==> src/rtl/i2c_pwm_pkg.sv <==
// Shared types and constants for the I2C PWM-duty write master.
package i2c_pwm_pkg;

  typedef enum logic [2:0] {
    IDLE  = 3'd0,
    START = 3'd1,
    ADDR  = 3'd2,
    ACK1  = 3'd3,
    DATA  = 3'd4,
    ACK2  = 3'd5,
    STOP  = 3'd6
  } state_e;

  typedef enum logic [1:0] {
    Q0 = 2'd0,
    Q1 = 2'd1,
    Q2 = 2'd2,
    Q3 = 2'd3
  } quarter_e;

  localparam logic [6:0] DEFAULT_SLAVE_ADDR = 7'b0101010;
  localparam int unsigned TICK_CNT_W = 16;
  localparam int unsigned GAP_CNT_W  = 17;
  localparam int unsigned SLOT_QUARTERS = 4;

  // Address phase byte for a write: 7-bit address followed by R/W = 0.
  function automatic logic [7:0] addr_byte(input logic [6:0] addr);
    return {addr, 1'b0};
  endfunction

endpackage

==> src/rtl/i2c_tick_gen.sv <==
// Quarter-SCL-period tick generator: counts 0..CLK_DIV-1 while enabled, held at 0 otherwise.
module i2c_tick_gen
  import i2c_pwm_pkg::*;
#(
  parameter int unsigned CLK_DIV = 250
) (
  input  logic clk,
  input  logic rst,
  input  logic en_i,
  output logic tick_o
);

  localparam logic [TICK_CNT_W-1:0] LAST = TICK_CNT_W'(CLK_DIV - 1);

  logic [TICK_CNT_W-1:0] cnt_q, cnt_d;

  assign tick_o = en_i && (cnt_q == LAST);

  always_comb begin
    cnt_d = '0;
    if (en_i && (cnt_q != LAST)) cnt_d = cnt_q + 1'b1;
  end

  // NOTE: registers use <= so every flop samples the values from before the edge.
  always_ff @(posedge clk or posedge rst) begin
    if (rst) cnt_q <= '0;
    else     cnt_q <= cnt_d;
  end

endmodule

==> src/rtl/i2c_pwm_master.sv <==
// I2C write-only master: sends {SLAVE_ADDR,W} then one duty byte, reports ACK/NACK.
module i2c_pwm_master
  import i2c_pwm_pkg::*;
#(
  parameter int unsigned CLK_DIV    = 250,
  parameter logic [6:0]  SLAVE_ADDR = DEFAULT_SLAVE_ADDR
) (
  input  logic       clk,
  input  logic       rst,
  input  logic       duty_valid,
  input  logic [7:0] duty_data,
  output logic       duty_ready,
  output logic       scl_oe,
  output logic       sda_oe,
  input  logic       sda_i,
  output logic       busy,
  output logic       done,
  output logic       nack
);

  // Extra idle time after done so the bus rests released for a full slot
  // (STOP already provides the first half slot).
  localparam logic [GAP_CNT_W-1:0] IDLE_GAP = GAP_CNT_W'(2 * CLK_DIV);

  state_e                 state_q, state_d;
  quarter_e               quarter_q, quarter_d;
  logic [2:0]             bit_q, bit_d;
  logic [15:0]            shift_q, shift_d;
  logic                   nack_q, nack_d;
  logic                   done_q, done_d;
  logic                   ready_q, ready_d;
  logic [GAP_CNT_W-1:0]   guard_q, guard_d;
  logic                   tick;

  i2c_tick_gen #(.CLK_DIV(CLK_DIV)) u_tick_gen (
    .clk    (clk),
    .rst    (rst),
    .en_i   (state_q != IDLE),
    .tick_o (tick)
  );

  // NOTE: every variable gets a default first so no path through the block infers a latch.
  always_comb begin
    state_d   = state_q;
    quarter_d = quarter_q;
    bit_d     = bit_q;
    shift_d   = shift_q;
    nack_d    = nack_q;
    done_d    = 1'b0;
    guard_d   = guard_q;

    if (state_q == IDLE) begin
      if (guard_q != '0) guard_d = guard_q - 1'b1;
      if (duty_valid && ready_q) begin
        state_d   = START;
        quarter_d = Q0;
        bit_d     = '0;
        shift_d   = {addr_byte(SLAVE_ADDR), duty_data};
        nack_d    = 1'b0;
      end
    end else if (tick) begin
      quarter_d = quarter_e'(quarter_q + 2'd1);
      if ((quarter_q == Q2) && ((state_q == ACK1) || (state_q == ACK2)) && sda_i)
        nack_d = 1'b1;
      if (quarter_q == Q3) begin
        case (state_q)
          START: begin
            state_d = ADDR;
            bit_d   = '0;
          end
          ADDR, DATA: begin
            shift_d = {shift_q[14:0], 1'b0};
            bit_d   = bit_q + 3'd1;
            if (bit_q == 3'd7) state_d = (state_q == ADDR) ? ACK1 : ACK2;
          end
          ACK1: begin
            state_d = nack_q ? STOP : DATA;
            bit_d   = '0;
          end
          ACK2: state_d = STOP;
          STOP: begin
            state_d = IDLE;
            done_d  = 1'b1;
            guard_d = IDLE_GAP;
          end
          default: state_d = IDLE;
        endcase
      end
    end

    ready_d = (state_d == IDLE) && !done_d && (guard_d == '0);
  end

  always_ff @(posedge clk or posedge rst) begin
    if (rst) begin
      state_q   <= IDLE;
      quarter_q <= Q0;
      bit_q     <= '0;
      shift_q   <= '0;
      nack_q    <= 1'b0;
      done_q    <= 1'b0;
      ready_q   <= 1'b0;
      guard_q   <= '0;
    end else begin
      state_q   <= state_d;
      quarter_q <= quarter_d;
      bit_q     <= bit_d;
      shift_q   <= shift_d;
      nack_q    <= nack_d;
      done_q    <= done_d;
      ready_q   <= ready_d;
      guard_q   <= guard_d;
    end
  end

  // Line drivers decode straight from registered state, so reset releases both lines at once.
  always_comb begin
    scl_oe = 1'b0;
    sda_oe = 1'b0;
    case (state_q)
      START: begin
        sda_oe = 1'b1;
        scl_oe = quarter_q[1];
      end
      ADDR, DATA: begin
        scl_oe = !quarter_q[1];
        sda_oe = !shift_q[15];
      end
      ACK1, ACK2: scl_oe = !quarter_q[1];
      STOP: begin
        scl_oe = (quarter_q == Q0);
        sda_oe = !quarter_q[1];
      end
      default: ;
    endcase
  end

  assign duty_ready = ready_q;
  assign busy       = (state_q != IDLE);
  assign done       = done_q;
  assign nack       = nack_q;

endmodule

==> config.mk <==
export PLATFORM = sky130hd
export DESIGN_NAME = i2c_pwm_master
export DESIGN_NICKNAME = d
export VERILOG_FILES = /design/src/rtl/i2c_pwm_pkg.sv /design/src/rtl/i2c_tick_gen.sv /design/src/rtl/i2c_pwm_master.sv
export SDC_FILE = /design/constraint.sdc
export NUM_CORES = 1
export LEC_CHECK = 0
export CAP_MARGIN = 20
export CORE_MARGIN = 4
export CORE_UTILIZATION = 65
export CTS_BUF_LIST = sky130_fd_sc_hd__clkbuf_8
export DETAILED_ROUTE_END_ITERATION = 16
export GPL_TIMING_DRIVEN = 0
export PLACE_DENSITY_LB_ADDON = 0.12
export SLEW_MARGIN = 40
export SYNTH_ARGS = -nofsm -noshare
export SYNTH_HDL_FRONTEND = slang
export SYNTH_SLANG_ARGS = --single-unit
==> constraint.sdc <==
create_clock -name clk -period 5.9 [get_ports clk]
set_input_delay 1.18 -clock clk [delete_from_list [all_inputs] [get_ports clk]]
set_output_delay 1.18 -clock clk [all_outputs]
set_load 0.02 [all_outputs]
==> run summary <==
The class of the tightest hold or removal check is reg2reg. The I/O pin count came out at 18. The signed area change from the synthesized netlist to the final layout is 13.7%.

The number of synthesized register bits came out at 60. The number of buffer and inverter instances along the worst setup path came out at 2. The die outline area is 5980 um2.

After legalization and detailed placement, the total HPWL measured 4360 um. The run finished with clean final reports. Grouping stages by cell kind, the critical path spends the most delay in buffers and inverters. The first-pass iteration count of the detailed router came out at 4. The root buffer cell chosen for the clock tree is sky130_fd_sc_hd__clkbuf_8.

For the worst setup path, the data arrival time is 2.11 ns. The number of slew-limit violations in the final report came out at 0. The worst setup path is of the reg2out kind. The clock edge transition at the registers on the reported setup and hold paths is 0.06 ns. The final cell utilization of the core is 0.788.

The post-CTS repair timing setup buffer count is 0. The placed instance area came out at ~3400 um2. After synthesis the cells add up to 3120 um2. The deepest clock path buffer count is 2. The synthesized netlist contains 50 unique library cells. The total core area is around 4500 um2. The timing-limited maximum frequency is approximately 0.30 GHz. The number of vias per cell after detailed routing is 6.04.

The number of buffers added by the clock tree synthesis step came out at 9. The number of endpoints failing setup at the final stage came out at 0. The stage delay of the slowest cell on the critical path came out at about 0.60 ns. Setup repair after global routing left no endpoint under its margin. The count of inserted antenna diode cells came out at 0. The pin count of the biggest net entering global routing is 44. The die extent in x came out at between 70 and 80 um.

For this configuration, the core starts out at a cell density of 0.694. The via count of the first global-routing pass came out at 2528. The area taken by multi-input logic gates is 1500 um2. Max-cap violations in this run came to 0. The minimum period implied by the final worst setup slack is 3.29 ns.

The initialized floorplan defines 24 standard-cell rows. The worst-case IR drop observed on VDD is 0.184 mV. The post-synthesis area per instance is 9.76 um2.

The portion of the post-synthesis area used by sequential elements came out at 0.481. The power per unit of standard cell area is 287 nW/um2. The accumulated negative setup slack came out at 0 ns. When the netlist entered floorplanning its net count stood at 341. The initial antenna violation count was 0.

For the pin with the worst max-slew slack, the measured transition is roughly 0.56 ns. The clock net sink count came out at 60. Counting flops with an async set or reset pin after synthesis yields a share of 1.00. By count the netlist is led by 60 x sky130_fd_sc_hd__dfrtp_1, 36 x sky130_fd_sc_hd__nand2_1, 30 x sky130_fd_sc_hd__nor2_1. The slowest stage of the critical path belongs to the cell sky130_fd_sc_hd__clkdlybuf4s50_1. In this run the static leakage power is 1.61 nW.

The period utilization is 0.557. The number of fillers in the final layout is 309. sky130_fd_sc_hd__dfrtp_1 is the most common cell in the netlist. The count of buffers added on input and output ports is 17. The first global-routing pass estimated approximately 11000 um of wire. The cell type with the largest total area after synthesis is sky130_fd_sc_hd__dfrtp_1. The number of vias in the routed layout is 2448. The hold buffer count at CTS is 0.

The number of instances in the synthesized netlist is 320. For the worst setup path, the data required time is 4.72 ns. The kind of start point of the critical path is a register. The number of nets at the end of the flow came out at 370. The finished cells cover 3550 um2. The DRC violation count after routing came out at 0.

The worst-case clock skew is 0.0114 ns. The fraction of post-synthesis cell area in the top cell type by area is 0.481. The final hold violation count came out at 0. The post-layout total power is 0.00102 W. The total number of H-tree levels is 3. Walking the worst path, the cells encountered are buf_2 -> or2_2 -> a21oi_1 -> o31a_1 -> clkdlybuf4s50_1. The top flip-flop cell by instance count after synthesis is sky130_fd_sc_hd__dfrtp_1. The area taken by flip-flops and latches came out at 1500 um2. After detailed routing, the average wire length per cell comes to around 16 um.

Across every metal layer, demand over resource in global routing totals 0.234. The number of violations reported at the end of detailed-routing iteration 0 came out at a little over 200. TritonCTS built the clock tree.

The final layout contains routed wiring with a total length of 6330 um. The number of enable-type register cells in the synthesized netlist is 0. The count of cells resized by post-cts repair is 0. Routability-driven placement finished with a final weighted congestion of 0.821. The fraction of final layout cells with drive strength greater than 1 is 0.102. For this run the aggregate overflow at the end of global routing stands at 0. For this run, the number of Yosys warnings is 0. From bottom edge to top edge, the die measures 77.3 um. The detail route stage leaves a number of antenna-violating nets equal to 0. The highest fanout seen on the critical path came out at 10. The worst max-slew margin expressed relative to the limit came out at 0.620. The category of the worst setup path capture point is an output port.

Clock latency on the worst-skew pair, taken at its later pin, is 0.34 ns. Yosys attributes the largest share of cell area to sky130_fd_sc_hd__dfrtp_1 48%, sky130_fd_sc_hd__nand2_1 4.3%, sky130_fd_sc_hd__mux2i_1 4.2%.
-- routing by layer --
layer | global-route usage | vias up | wire length [um] | share of wire
met5 | 0 | - | 0 | 0
met4 | 0.0996 | 0 | 76 | 0.012
met3 | 0.0556 | 8 | 234 | 0.037
met2 | 0.377 | 43 | 3080 | 0.49
met1 | 0.305 | 1185 | 2940 | 0.46
li1 | - | 1212 | - | -
-- worst reg2reg max path, cell delays in order, from the launching register on --
cell                      delay (ns)
sky130_fd_sc_hd__dfrtp_1        0.40
sky130_fd_sc_hd__inv_1          0.14
sky130_fd_sc_hd__ha_1           0.19
sky130_fd_sc_hd__nor4b_1        0.40
sky130_fd_sc_hd__nand4_1        0.22
sky130_fd_sc_hd__and2_1         0.21
sky130_fd_sc_hd__buf_2          0.17
sky130_fd_sc_hd__mux2i_1        0.16
sky130_fd_sc_hd__or4b_1         0.55
sky130_fd_sc_hd__nor4_2         0.24
-- layout by cell type (no fill, tap or decap), types with 3 or more instances in the layout --
cell,n
sky130_fd_sc_hd__a21oi_1,12
sky130_fd_sc_hd__and4_1,3
sky130_fd_sc_hd__buf_2,6
sky130_fd_sc_hd__clkbuf_1,7
sky130_fd_sc_hd__clkbuf_8,11
sky130_fd_sc_hd__clkdlybuf4s50_1,17
sky130_fd_sc_hd__dfrtp_1,60
sky130_fd_sc_hd__ha_1,9
sky130_fd_sc_hd__inv_1,13
sky130_fd_sc_hd__mux2i_1,13
sky130_fd_sc_hd__nand2_1,36
sky130_fd_sc_hd__nand3_1,19
sky130_fd_sc_hd__nand4_1,9
sky130_fd_sc_hd__nor2_1,30
sky130_fd_sc_hd__nor3_1,8
sky130_fd_sc_hd__nor4_1,3
sky130_fd_sc_hd__nor4_2,3
sky130_fd_sc_hd__o211ai_1,3
sky130_fd_sc_hd__o21ai_0,15
sky130_fd_sc_hd__o21ai_1,10
sky130_fd_sc_hd__o41ai_1,3
sky130_fd_sc_hd__or3_1,3
sky130_fd_sc_hd__or4_1,3
sky130_fd_sc_hd__xnor2_1,4
sky130_fd_sc_hd__xor2_1,12
-- final timing paths --
path / startpoint / to / slack (ns) / depth (start not counted)
worst max register to register: guard_q[0] / duty_ready / 3.14 / 9
worst min register to register: guard_q[16] / guard_q[16] / 0.48 / 1
worst min-delay path: guard_q[16] / guard_q[16] / 0.48 / 1
worst max-delay path: state_q[2] / sda_oe / 2.61 / 5
min in group asynchronous: rst / guard_q[15] / 1.12 / 2
max in group asynchronous: rst / bit_q[0] / 4.29 / 3
-- state kept, by name, summed over array words and instances, names as in the netlist --
| register | flops |
|---|---|
| done | 1 |
| state_q | 3 |
| u_tick_gen.cnt_q | 16 |
| shift_q | 16 |
| quarter_q | 2 |
| nack | 1 |
| guard_q | 17 |
| duty_ready | 1 |
| bit_q | 3 |
-- power breakdown --
part	total [W]	internal (W)	switching, W
Sequential	0.000514	0.000468	0.0000459
Clock	0.000321	0.000168	0.000153
Combinational	0.000182	0.0000843	0.0000981
-- stage by stage --
step	hold slack, ns	instances	worst slack [ns]
after floorplan	0.447	320	3.24
final	0.481	405	2.61
after detailed placement	0.469	390	2.88
after CTS	0.484	405	2.61
after global placement	0.460	389	2.24
after global routing	0.515	405	2.50
-- cell type report --
cell class,count,share of cell area
flip-flops and latches,60,0.423
multi-input cells,232,0.421
repair buffers,18,0.0536
clock buffers,11,0.0426
plain buffers,15,0.0222
well taps,52,0.0183
inverters,13,0.0144
clock inverters,4,0.00493
-- kinds of logic after synthesis --
group | count (synthesis) | synth area share
xor+xnor | 16 | 0.0449
compound gates | 57 | 0.119
fa+ha+maj | 9 | 0.0360
buf+inv | 28 | 0.0408
mux | 13 | 0.0416
simple gates | 137 | 0.237
flops | 60 | 0.481
(Power assumes the default switching activity.)
